<file path="src/rtl/counter_game_pkg.sv">
// ---------------------------------------------------------------------------
// counter_game_pkg
//
// Purpose:
//   Shared types and constants for the counter game observer: the event
//   kinds, the encoding of the 'who' result bus, and the record type stored
//   in the observer's event FIFO.
//
// Contents:
//   evt_kind_e       WIN, LOSE, GAME_WIN, GAME_LOSE (2-bit encoding)
//   WHO_WIN/WHO_LOSE legal 'who' values when gameover rises
//   evt_rec_t        packed event record (kind, tally, counter, and the
//                    optional timestamp field)
//   who_is_valid     true when 'who' names exactly one side
//   game_kind_of     maps a legal 'who' value to its GAME_* event kind
//
// Configuration:
//   OBS_TIMESTAMP_EN  when defined, evt_rec_t carries a 16-bit timestamp.
// ---------------------------------------------------------------------------
package counter_game_pkg;

    // The record's tally field is sized for the widest tally the observer
    // is expected to be built with; narrower tallies are zero-extended on
    // the way in and sliced back down on the way out.
    localparam int EVT_TALLY_MAX_W = 16;

    localparam int EVT_TIME_W = 16;

    localparam logic [1:0] WHO_WIN  = 2'b10;
    localparam logic [1:0] WHO_LOSE = 2'b01;

    typedef enum logic [1:0] {
        WIN       = 2'b00,
        LOSE      = 2'b01,
        GAME_WIN  = 2'b10,
        GAME_LOSE = 2'b11
    } evt_kind_e;

    typedef struct packed {
        evt_kind_e                  kind;
        logic [EVT_TALLY_MAX_W-1:0] tally;
        logic [3:0]                 counter;
`ifdef OBS_TIMESTAMP_EN
        logic [EVT_TIME_W-1:0]      stamp;
`endif
    } evt_rec_t;

    // A finished game must name exactly one side; 00 and 11 are treated
    // as protocol violations by the observer.
    function automatic logic who_is_valid(input logic [1:0] whoVal);
        return (whoVal == WHO_WIN) || (whoVal == WHO_LOSE);
    endfunction

    // Only meaningful when who_is_valid() holds.
    function automatic evt_kind_e game_kind_of(input logic [1:0] whoVal);
        return (whoVal == WHO_WIN) ? GAME_WIN : GAME_LOSE;
    endfunction

endpackage

</file>
<file path="src/rtl/obs_event_fifo.sv">
// ---------------------------------------------------------------------------
// obs_event_fifo
//
// Purpose:
//   Small first-word-fall-through FIFO holding observer event records.
//   The head entry is presented on o_data whenever o_empty is low. There is
//   no write-to-read bypass: a record pushed into an empty FIFO becomes
//   visible on the following cycle.
//
// Parameters:
//   DEPTH  number of entries; must be a power of two, at least 2
//   T      record type stored per entry
//
// Ports:
//   clk      in   clock, rising edge
//   reset    in   synchronous active-high reset; empties the FIFO
//   i_push   in   write i_data this cycle
//   i_data   in   record to write
//   i_pop    in   retire the head entry (ignored while empty)
//   o_data   out  head record
//   o_full   out  all DEPTH entries occupied
//   o_empty  out  no entries occupied
// ---------------------------------------------------------------------------
module obs_event_fifo
    import counter_game_pkg::*;
#(
    parameter int  DEPTH = 4,
    parameter type T     = evt_rec_t
) (
    input  logic clk,
    input  logic reset,
    input  logic i_push,
    input  T     i_data,
    input  logic i_pop,
    output T     o_data,
    output logic o_full,
    output logic o_empty
);

    localparam int PTR_W = $clog2(DEPTH);
    localparam logic [PTR_W:0] PTR_ONE = (PTR_W + 1)'(1);

    T               r_mem [DEPTH];
    logic [PTR_W:0] r_wrPtr;
    logic [PTR_W:0] r_rdPtr;
    logic           w_doPush;
    logic           w_doPop;

    // Pointers carry one extra wrap bit so that full and empty can be told
    // apart when the index bits are equal.
    assign o_empty = (r_wrPtr == r_rdPtr);
    assign o_full  = (r_wrPtr[PTR_W-1:0] == r_rdPtr[PTR_W-1:0]) &&
                     (r_wrPtr[PTR_W] != r_rdPtr[PTR_W]);

    // A pop frees a slot in the same cycle, so a full FIFO can accept a
    // push when it is also being popped. A pop on an empty FIFO does
    // nothing, which is also why a push into an empty FIFO cannot be
    // consumed in the same cycle.
    assign w_doPop  = i_pop & ~o_empty;
    assign w_doPush = i_push & (~o_full | w_doPop);

    // Read and write pointers advance independently; reset discards every
    // queued entry by making the pointers equal again.
    always_ff @(posedge clk) begin
        if (reset) begin
            r_wrPtr <= '0;
            r_rdPtr <= '0;
        end else begin
            if (w_doPush) begin
                r_wrPtr <= r_wrPtr + PTR_ONE;
            end
            if (w_doPop) begin
                r_rdPtr <= r_rdPtr + PTR_ONE;
            end
        end
    end

    // Storage array. Entries are not reset: a slot is only ever read after
    // it has been written, because the read pointer never passes the write
    // pointer.
    always_ff @(posedge clk) begin
        if (w_doPush) begin
            r_mem[r_wrPtr[PTR_W-1:0]] <= i_data;
        end
    end

    assign o_data = r_mem[r_rdPtr[PTR_W-1:0]];

endmodule

</file>
<file path="src/rtl/counter_game_observer.sv">
// ---------------------------------------------------------------------------
// counter_game_observer
//
// Purpose:
//   Passive observer on the output side of the up/down counter game. It
//   edge-detects winner/loser/gameover, keeps its own win/lose/game tallies,
//   flags protocol violations, and queues one event record per cycle into a
//   FIFO that a valid/ready reader drains. It never drives the counter.
//
// Parameters:
//   TALLY_W  width of win/lose tallies and evt_tally (at most 16)
//   DEPTH    event FIFO depth; power of two, at least 2
//   GAMES_W  width of games_played
//
// Ports:
//   clk           in   clock, rising edge
//   reset         in   synchronous active-high reset
//   counter       in   game counter value
//   winner        in   win flag
//   loser         in   lose flag
//   gameover      in   game-over flag
//   who           in   game result: 10 win side, 01 lose side
//   evt_valid     out  FIFO head is valid
//   evt_ready     in   reader accepts the head
//   evt_kind      out  00 WIN, 01 LOSE, 10 GAME_WIN, 11 GAME_LOSE
//   evt_tally     out  tally captured with the event
//   evt_counter   out  counter value sampled in the event cycle
//   evt_time      out  head timestamp (only with OBS_TIMESTAMP_EN)
//   win_tally     out  running win count
//   lose_tally    out  running lose count
//   games_played  out  completed games
//   overflow      out  sticky: an event was dropped on a full FIFO
//   proto_err     out  sticky: protocol violation detected
//
// Configuration:
//   OBS_TIMESTAMP_EN  adds a free-running 16-bit cycle counter, stores its
//                     value with each event and exposes it on evt_time.
// ---------------------------------------------------------------------------
module counter_game_observer
    import counter_game_pkg::*;
#(
    parameter int TALLY_W = 4,
    parameter int DEPTH   = 4,
    parameter int GAMES_W = 8
) (
    input  logic               clk,
    input  logic               reset,
    input  logic [3:0]         counter,
    input  logic               winner,
    input  logic               loser,
    input  logic               gameover,
    input  logic [1:0]         who,
    output logic               evt_valid,
    input  logic               evt_ready,
    output logic [1:0]         evt_kind,
    output logic [TALLY_W-1:0] evt_tally,
    output logic [3:0]         evt_counter,
`ifdef OBS_TIMESTAMP_EN
    output logic [15:0]        evt_time,
`endif
    output logic [TALLY_W-1:0] win_tally,
    output logic [TALLY_W-1:0] lose_tally,
    output logic [GAMES_W-1:0] games_played,
    output logic               overflow,
    output logic               proto_err
);

    localparam logic [TALLY_W-1:0] TALLY_ONE = TALLY_W'(1);
    localparam logic [GAMES_W-1:0] GAMES_ONE = GAMES_W'(1);

    logic               r_winnerQ;
    logic               r_loserQ;
    logic               r_gameoverQ;
    logic [TALLY_W-1:0] r_winTally;
    logic [TALLY_W-1:0] r_loseTally;
    logic [GAMES_W-1:0] r_games;
    logic               r_overflow;
    logic               r_protoErr;
`ifdef OBS_TIMESTAMP_EN
    logic [15:0]        r_cycle;
`endif

    logic               w_riseWin;
    logic               w_riseLose;
    logic               w_riseGame;
    logic [TALLY_W-1:0] w_nextWin;
    logic [TALLY_W-1:0] w_nextLose;
    logic [GAMES_W-1:0] w_nextGames;
    logic               w_setErr;
    logic               w_push;
    logic               w_pop;
    evt_rec_t           w_pushRec;
    evt_rec_t           w_head;
    logic               w_fifoFull;
    logic               w_fifoEmpty;
    logic [EVT_TALLY_MAX_W-1:0] w_unusedTally;

    // Previous-cycle copies of the three game flags. Clearing them on reset
    // means a flag that is already high in the first cycle after reset is
    // seen as a fresh rising edge.
    always_ff @(posedge clk) begin
        if (reset) begin
            r_winnerQ   <= 1'b0;
            r_loserQ    <= 1'b0;
            r_gameoverQ <= 1'b0;
        end else begin
            r_winnerQ   <= winner;
            r_loserQ    <= loser;
            r_gameoverQ <= gameover;
        end
    end

    assign w_riseWin  = winner   & ~r_winnerQ;
    assign w_riseLose = loser    & ~r_loserQ;
    assign w_riseGame = gameover & ~r_gameoverQ;

    // Event decode. At most one record is pushed per cycle and a gameover
    // edge takes precedence over any winner/loser edge in the same cycle,
    // since the tallies are about to be cleared anyway; with an illegal
    // 'who' the whole cycle is reported as a violation and nothing else
    // happens. The GAME_* record carries the win tally as it stood before
    // this cycle, for both game outcomes. Simultaneous winner and loser
    // edges contradict each other, so neither is counted.
    always_comb begin
        w_nextWin   = r_winTally;
        w_nextLose  = r_loseTally;
        w_nextGames = r_games;
        w_setErr    = 1'b0;
        w_push      = 1'b0;
        w_pushRec   = '0;

        if (w_riseGame) begin
            if (who_is_valid(who)) begin
                w_push          = 1'b1;
                w_pushRec.kind  = game_kind_of(who);
                w_pushRec.tally = EVT_TALLY_MAX_W'(r_winTally);
                w_nextWin       = '0;
                w_nextLose      = '0;
                w_nextGames     = r_games + GAMES_ONE;
            end else begin
                w_setErr = 1'b1;
            end
        end else if (w_riseWin && w_riseLose) begin
            w_setErr = 1'b1;
        end else if (w_riseWin) begin
            w_nextWin       = r_winTally + TALLY_ONE;
            w_push          = 1'b1;
            w_pushRec.kind  = WIN;
            w_pushRec.tally = EVT_TALLY_MAX_W'(w_nextWin);
        end else if (w_riseLose) begin
            w_nextLose      = r_loseTally + TALLY_ONE;
            w_push          = 1'b1;
            w_pushRec.kind  = LOSE;
            w_pushRec.tally = EVT_TALLY_MAX_W'(w_nextLose);
        end

        w_pushRec.counter = counter;
`ifdef OBS_TIMESTAMP_EN
        w_pushRec.stamp   = r_cycle;
`endif
    end

    assign w_pop = evt_valid & evt_ready;

    // Tallies, game count and the sticky flags. The tallies follow the
    // decode above even when the FIFO drops the matching record. Overflow
    // is only raised for a push into a full FIFO that is not popped in the
    // same cycle, because a simultaneous pop makes room for it.
    always_ff @(posedge clk) begin
        if (reset) begin
            r_winTally  <= '0;
            r_loseTally <= '0;
            r_games     <= '0;
            r_overflow  <= 1'b0;
            r_protoErr  <= 1'b0;
        end else begin
            r_winTally  <= w_nextWin;
            r_loseTally <= w_nextLose;
            r_games     <= w_nextGames;
            if (w_push && w_fifoFull && !w_pop) begin
                r_overflow <= 1'b1;
            end
            if (w_setErr) begin
                r_protoErr <= 1'b1;
            end
        end
    end

`ifdef OBS_TIMESTAMP_EN
    // Free-running cycle counter used to timestamp events; it wraps
    // silently and restarts from zero on reset.
    always_ff @(posedge clk) begin
        if (reset) begin
            r_cycle <= '0;
        end else begin
            r_cycle <= r_cycle + 16'd1;
        end
    end
`endif

    obs_event_fifo #(
        .DEPTH (DEPTH),
        .T     (evt_rec_t)
    ) u_fifo (
        .clk     (clk),
        .reset   (reset),
        .i_push  (w_push),
        .i_data  (w_pushRec),
        .i_pop   (evt_ready),
        .o_data  (w_head),
        .o_full  (w_fifoFull),
        .o_empty (w_fifoEmpty)
    );

    // The head fields are forced to zero while the FIFO is empty so that
    // the reader never sees stale or uninitialised storage, including right
    // after reset.
    assign evt_valid     = ~w_fifoEmpty;
    assign evt_kind      = evt_valid ? w_head.kind : 2'b00;
    assign evt_tally     = evt_valid ? w_head.tally[TALLY_W-1:0] : '0;
    assign evt_counter   = evt_valid ? w_head.counter : 4'h0;
`ifdef OBS_TIMESTAMP_EN
    assign evt_time      = evt_valid ? w_head.stamp : 16'h0000;
`endif

    // The record's tally field is wider than this build's tally; the upper
    // bits are always zero and are deliberately left unconsumed.
    assign w_unusedTally = w_head.tally >> TALLY_W;

    assign win_tally     = r_winTally;
    assign lose_tally    = r_loseTally;
    assign games_played  = r_games;
    assign overflow      = r_overflow;
    assign proto_err     = r_protoErr;

endmodule

</file>
<file path="config.mk">
export PLATFORM = sky130hd
export DESIGN_NAME = counter_game_observer
export DESIGN_NICKNAME = d
export VERILOG_FILES = /design/src/rtl/counter_game_pkg.sv /design/src/rtl/obs_event_fifo.sv /design/src/rtl/counter_game_observer.sv
export SDC_FILE = /design/constraint.sdc
export NUM_CORES = 1
export LEC_CHECK = 0
export CORE_MARGIN = 2
export CORE_UTILIZATION = 55
export CTS_BUF_LIST = sky130_fd_sc_hd__clkbuf_4
export CTS_CLUSTER_DIAMETER = 40
export CTS_CLUSTER_SIZE = 16
export DETAILED_ROUTE_END_ITERATION = 8
export HOLD_SLACK_MARGIN = 0.15
export MAX_ROUTING_LAYER = met4
export PLACE_DENSITY = 0.81
export SLEW_MARGIN = 20
export SYNTH_ARGS = -nofsm -noshare
export SYNTH_HDL_FRONTEND = slang
export SYNTH_SLANG_ARGS = --single-unit
</file>
<file path="constraint.sdc">
create_clock -name clk -period 2.57 [get_ports clk]
set_input_delay 0.771 -clock clk [delete_from_list [all_inputs] [get_ports clk]]
set_output_delay 0.771 -clock clk [all_outputs]
set_load 0.01 [all_outputs]
</file>
# == Word-level counts from Yosys, hierarchy flattened ==
# Memory sizes are Yosys's and may differ from the RTL's. A register that Yosys moved wholly into a read port is not among the register bits.
# Index checks and enable logic that the tools add are counted.
# word_totals
out_inout_bits,29
word_cells,75
ff_bits,27
memories,1
mem_bits_rw,88
input_bits,12
# mem_list
memory,depth,word_bits,rd,rd_clocked_by_memory_dff,wr,line,source
u_fifo.r_mem,4,22,1,1,1,obs_event_fifo.sv:43,T r_mem [DEPTH];
# classes
bitwise_logic,11
reduce_logical,11
n_addsub,5
n_eq_ne,8
muxes,29
# ops
op,n
$mux 17,3
$mux 4,10
$mux 18,2
$mux 1,11
$add 4x1->4 const B,2
$add 8x1->8 const B,1
$add 3x1->3 const B,2
$mux 2,3
$and 1x1->1,5
$not 1->1,5
$logic_and 1x1->1,4
$ne 2x1->1 const B,2
$reduce_and 4->1,1
$reduce_bool 2->1,2
$eq 3x3->1,1
$reduce_and 3->1,1
$eq 2x1->1 const B,1
$eq 2x2->1,1
$eq 2x2->1 const B,1
$ne 2x2->1 const B,1
$reduce_and 2->1,1
$logic_not 1->1,1
$logic_or 1x1->1,1
$ne 1x1->1,1
$or 1x1->1,1

# == Logic depth before layout (Yosys ltp) ==
# depth
depth_word,9
ltp_mapped,8
depth_no_buf,7

# == Hierarchy ==
# A second synthesis with hierarchy kept.
# hier_totals
hier_cells,305
area_unflattened_um2,4845.9
# modules_own_cells
module,cells_each,area_each_um2,n_inst,seq_area_each_um2
obs_event_fifo,169,3709.8,1,2802.7
counter_game_observer,136,1136.1,1,420.4

# == Least setup slack after synthesis ==
# Ideal clock, no wire load.
# synth_timing
path_kind,input port to flip-flop
start,in loser
end,reg u_fifo.r_wrPtr[2]
required_time_ns,2.449
arrival_time_ns,2.283
setup_ns,0.121
path_stages,7
path_buffers,0
slack_ns,0.166
cell_sequence,nand2b_1 -> inv_1 -> ha_1 -> inv_1 -> o21ai_1 -> nor3b_2 -> mux2_4
# synth_via
elab_chain_len,6
word_cells_on_any_way,7
classes_between,4 x mux; 2 x bitwise; 1 x reduce/logical
# synth_rtl
element,line,source
"start, declared",counter_game_observer.sv:50,"input logic loser,"
$and 1x1->1 (*),counter_game_observer.sv:114,assign w_riseLose = loser & ~r_loserQ;
$mux 1,counter_game_observer.sv:150,end else if (w_riseLose) begin
$mux 1,counter_game_observer.sv:145,end else if (w_riseWin) begin
$mux 1 (*),counter_game_observer.sv:143,end else if (w_riseWin && w_riseLose) begin
$mux 1 (*),counter_game_observer.sv:132,if (w_riseGame) begin
$and 1x1->1 (*),obs_event_fifo.sv:60,assign w_doPush = i_push & (~o_full | w_doPop);
"end signal, assigned",obs_event_fifo.sv:70,r_wrPtr <= r_wrPtr + PTR_ONE;
"end, declared",obs_event_fifo.sv:44,logic [PTR_W:0] r_wrPtr;
# Mark *: on every way between the ends. The rest lies on a longest branch, timed or not.
# A chain may end at the register's enable or synchronous reset.

==> impl_metrics.yaml <==
run_status:
  run_status: "finished clean"
global_route:
  grt-ovfl-total: 0
  grt_pass1_vias: 2072
  first_pass_grt_wire_length_mm: 9.65
  largest_net_degree_at_the_start_of_global_routing: 14
  grt_antenna_before_repair: 0
  grtUsageTotal_pct: 21.2
timing:
  worst-slew-pin-transition_ns: 0.521
  setup_viol: 0
  final_hold_viol_count: 0
  finalWorstPathRequiredPeriod_ns: 2.45
  timing.setup.tns_ns: 0
  timing_max_transition_violations_final: 0
  worst_clock_skew_ns: 0.0109
  slew_headroom_pct: 65.3
  maximum_operating_frequency_ghz: 0.408
  rsz_0062_raised_after_global_routing: "no"
  layout_setup_ws_ns: 0.121
  ratio_of_final_minimum_period_to_clock_period_pct: 95.3
floorplanning:
  fp.dieArea_sq_um: 6170
  floorplan.initialDensity_pct: 56.2
  floorplan.rows: 27
  coreArea_sq_um: 5440
  die-width_microns: 78.6
  die-height_microns: 78.6
  io-pin-count: 41
placed_design:
  preCtsSetupSlack_ns: -0.248
  detailed_place_hpwl_mm: 3.92
  port_bufs: 40
  gpl.final_weighted_congestion: 0.793
  detailed_place.area_sq_um: 3720
  place.detailed.instances: 371
clocking:
  cts_made_buffers: 9
  cts-hold-fix-buffers: 0
  cts.htree.levels: 3
  clock_tree_from_tritoncts: "built"
  clock_sink_count: 69
  clk-insertion-delay-late_ns: 0.40
  max-clock-path-buffers: 2
  clock_tree.root_cell: "clkbuf_4"
  clk_pin_slew_ns: 0.10
route:
  dr.first_iter.drc_count: 88
  drtAntennaViolNets: 0
  average_wire_per_cell_in_the_routed_design_microns: 14.9
  routed-via-count: 2082
  wirelength_mm: 5.80
  firstDrtPassIters: 6
  via_per_inst: 5.34
  post-route-drc-count: 0
worst_setup_path:
  start_kind: "flip-flop"
  required_time_of_the_critical_path_ns: 1.80
  timing_worst_setup_path_type: "reg -> out"
  cp-end-kind: "output port"
  path_max_fanout: 5
  cp_data_arrival_time_ns: 1.68
  worst-r2r-cell-count: 7
  worst_r2r_src: "r_loserQ"
pwr:
  power.share.clock_pct: 20.8
  netSwitchingFraction_pct: 28.7
  powerDensity_nw_per_um2: 721
  worst_ir_drop_vdd_mv: 0.449
  seq_power_share_pct: 47.9
  p_int_mw: 1.99
  power.total_mw: 2.79
  power.share.combinational_pct: 31.3
  p_sw_mw: 0.803
  total_leakage_power_nw: 1.46
yosys:
  synth_ff_type: "edfxtp_1"
  synthArstFlopShare_pct: 0
  post-synth-top-area-cell: "edfxtp_1"
  synthesis.instances: 241
  syn_nets: 264
  netlist_top_cells_count: "edfxtp_1 (40), dfxtp_1 (29), nand2_1 (16), nor2b_1 (15)"
  synth.ff_latch_count: 69
  synth_sequential_area_ratio_pct: 58.3
  synth_top_area_share_pct: 39.3
  yosysWarningCount: 0
  yosys-top-cells-area: "edfxtp_1 (39%), dfxtp_1 (19%), mux4_2 (7.4%)"
  unique_masters_post_synth: 46
  post_synth_edffs: 40
  synth.most_common_cell: "edfxtp_1"
  synth.avg_cell_area_sq_um: 12.7
  synth.cell_area_sq_um: 3060
job:
  max-cap-violations: 0
final_layout:
  finalNonFillerCells: 390
  finish.net_count: 336
  fillers: 396
  layout-area-overhead-vs-synth_pct: 26.8
  post-route-cell-area_sq_um: 3880
  antennaDiodeCount: 0
  post_route_cells_drive_above_1_share_pct: 27.0
min_path:
  hold_class: "reg -> reg"
  min_delay_path_depth: 2
  min-delay-start: "games_played[1]"
worst paths after layout:
check / to / slack, ns
worst max-delay path: evt_counter[0] / 0.12
worst min-delay path: games_played[1] / 0.50
worst min register to register: games_played[1] / 0.50
worst max register to register: u_fifo.r_mem[0][4] / 0.63
layout make-up:
class	count	area, sq um	area share (%)
flip-flops and latches	69	1800	46.4
multi-input cells	153	1220	31.5
repair buffers	70	617	15.9
clock buffers	13	97.6	2.52
well taps	72	90.1	2.32
inverters	10	38.8	1.00
clock inverters	3	13.8	0.355
cell usage in the layout (no fill, tap or decap), types with 4 or more instances in the layout:
master	instances
nand2_1	16
nor2_1	14
buf_4	27
xor2_1	6
nand2b_1	6
inv_1	9
clkbuf_2	10
o21ai_0	4
ha_1	11
dfxtp_1	23
a21oi_1	14
nand4_1	4
clkbuf_4	13
nand3_1	9
nor2b_1	15
mux4_2	10
clkdlybuf4s50_1	29
xnor2_1	5
edfxtp_1	40
worst max-delay path, stage by stage, from the launching register on:
cell and delay, ns:
dfxtp_4 0.38, clkbuf_16 0.15, mux4_2 0.49, nor2b_1 0.14, clkbuf_2 0.12
registers in the layout (all words and copies together) (netlist names), named ones only:
register,flops
overflow,1
proto_err,1
r_gameoverQ,1
u_fifo.r_mem,40
lose_tally,4
r_winnerQ,1
r_loserQ,1
games_played,8
u_fifo.r_wrPtr,3
win_tally,4
u_fifo.r_rdPtr,3
what timing repair did:
action | CTS | global route
resized for setup | 25 | 19
gates cloned | 0 | 1
setup buffers | 2 | 0
pin swaps | 1 | 0
setup endpoints to repair | 11 | 10
routing by layer:
layer  share of wire [%]  wire [microns]  up-vias  global-route usage, %
li1                    -               -     1016                      -
met1                  44            2570     1005                   26.3
met2                  50            2870       53                   33.9
met3                 4.4             254        8                   5.06
met4                 1.8             102        0                   7.89
met5                   0               0        -                      -
power groups by stage:
| stage | logic (mW) | registers, mW | clock network (mW) |
|---|---|---|---|
| after floorplan | 0.474 | 1.33 | 0 |
| after global placement | 0.849 | 1.34 | 0 |
| after detailed placement | 0.869 | 1.34 | 0 |
| after CTS | 0.882 | 1.32 | 0.602 |
| after global routing | 0.950 | 1.35 | 0.652 |
| final | 0.874 | 1.34 | 0.581 |
cells by family (layout without fill, tap and decap cells):
group | count (synthesis) | count (layout) | synth area share [%]
and+or+nand+nor | 84 | 84 | 15.5
muxes | 14 | 14 | 8.88
AOI/OAI and AO/OA | 30 | 30 | 6.18
DFF | 69 | 69 | 58.3
xor gates and xnor gates | 14 | 14 | 4.01
buffers and inverters | 19 | 96 | 2.62
adders and majority gates | 11 | 11 | 4.50
stage by stage:
stage,utilization (%),hold slack (ns)
after floorplan,-,0.495
after global placement,68.4,0.477
after detailed placement,68.4,0.475
after CTS,71.0,0.505
after global routing,71.3,0.538
final,71.3,0.503
Note: power is estimated with default switching activity, not from simulation.
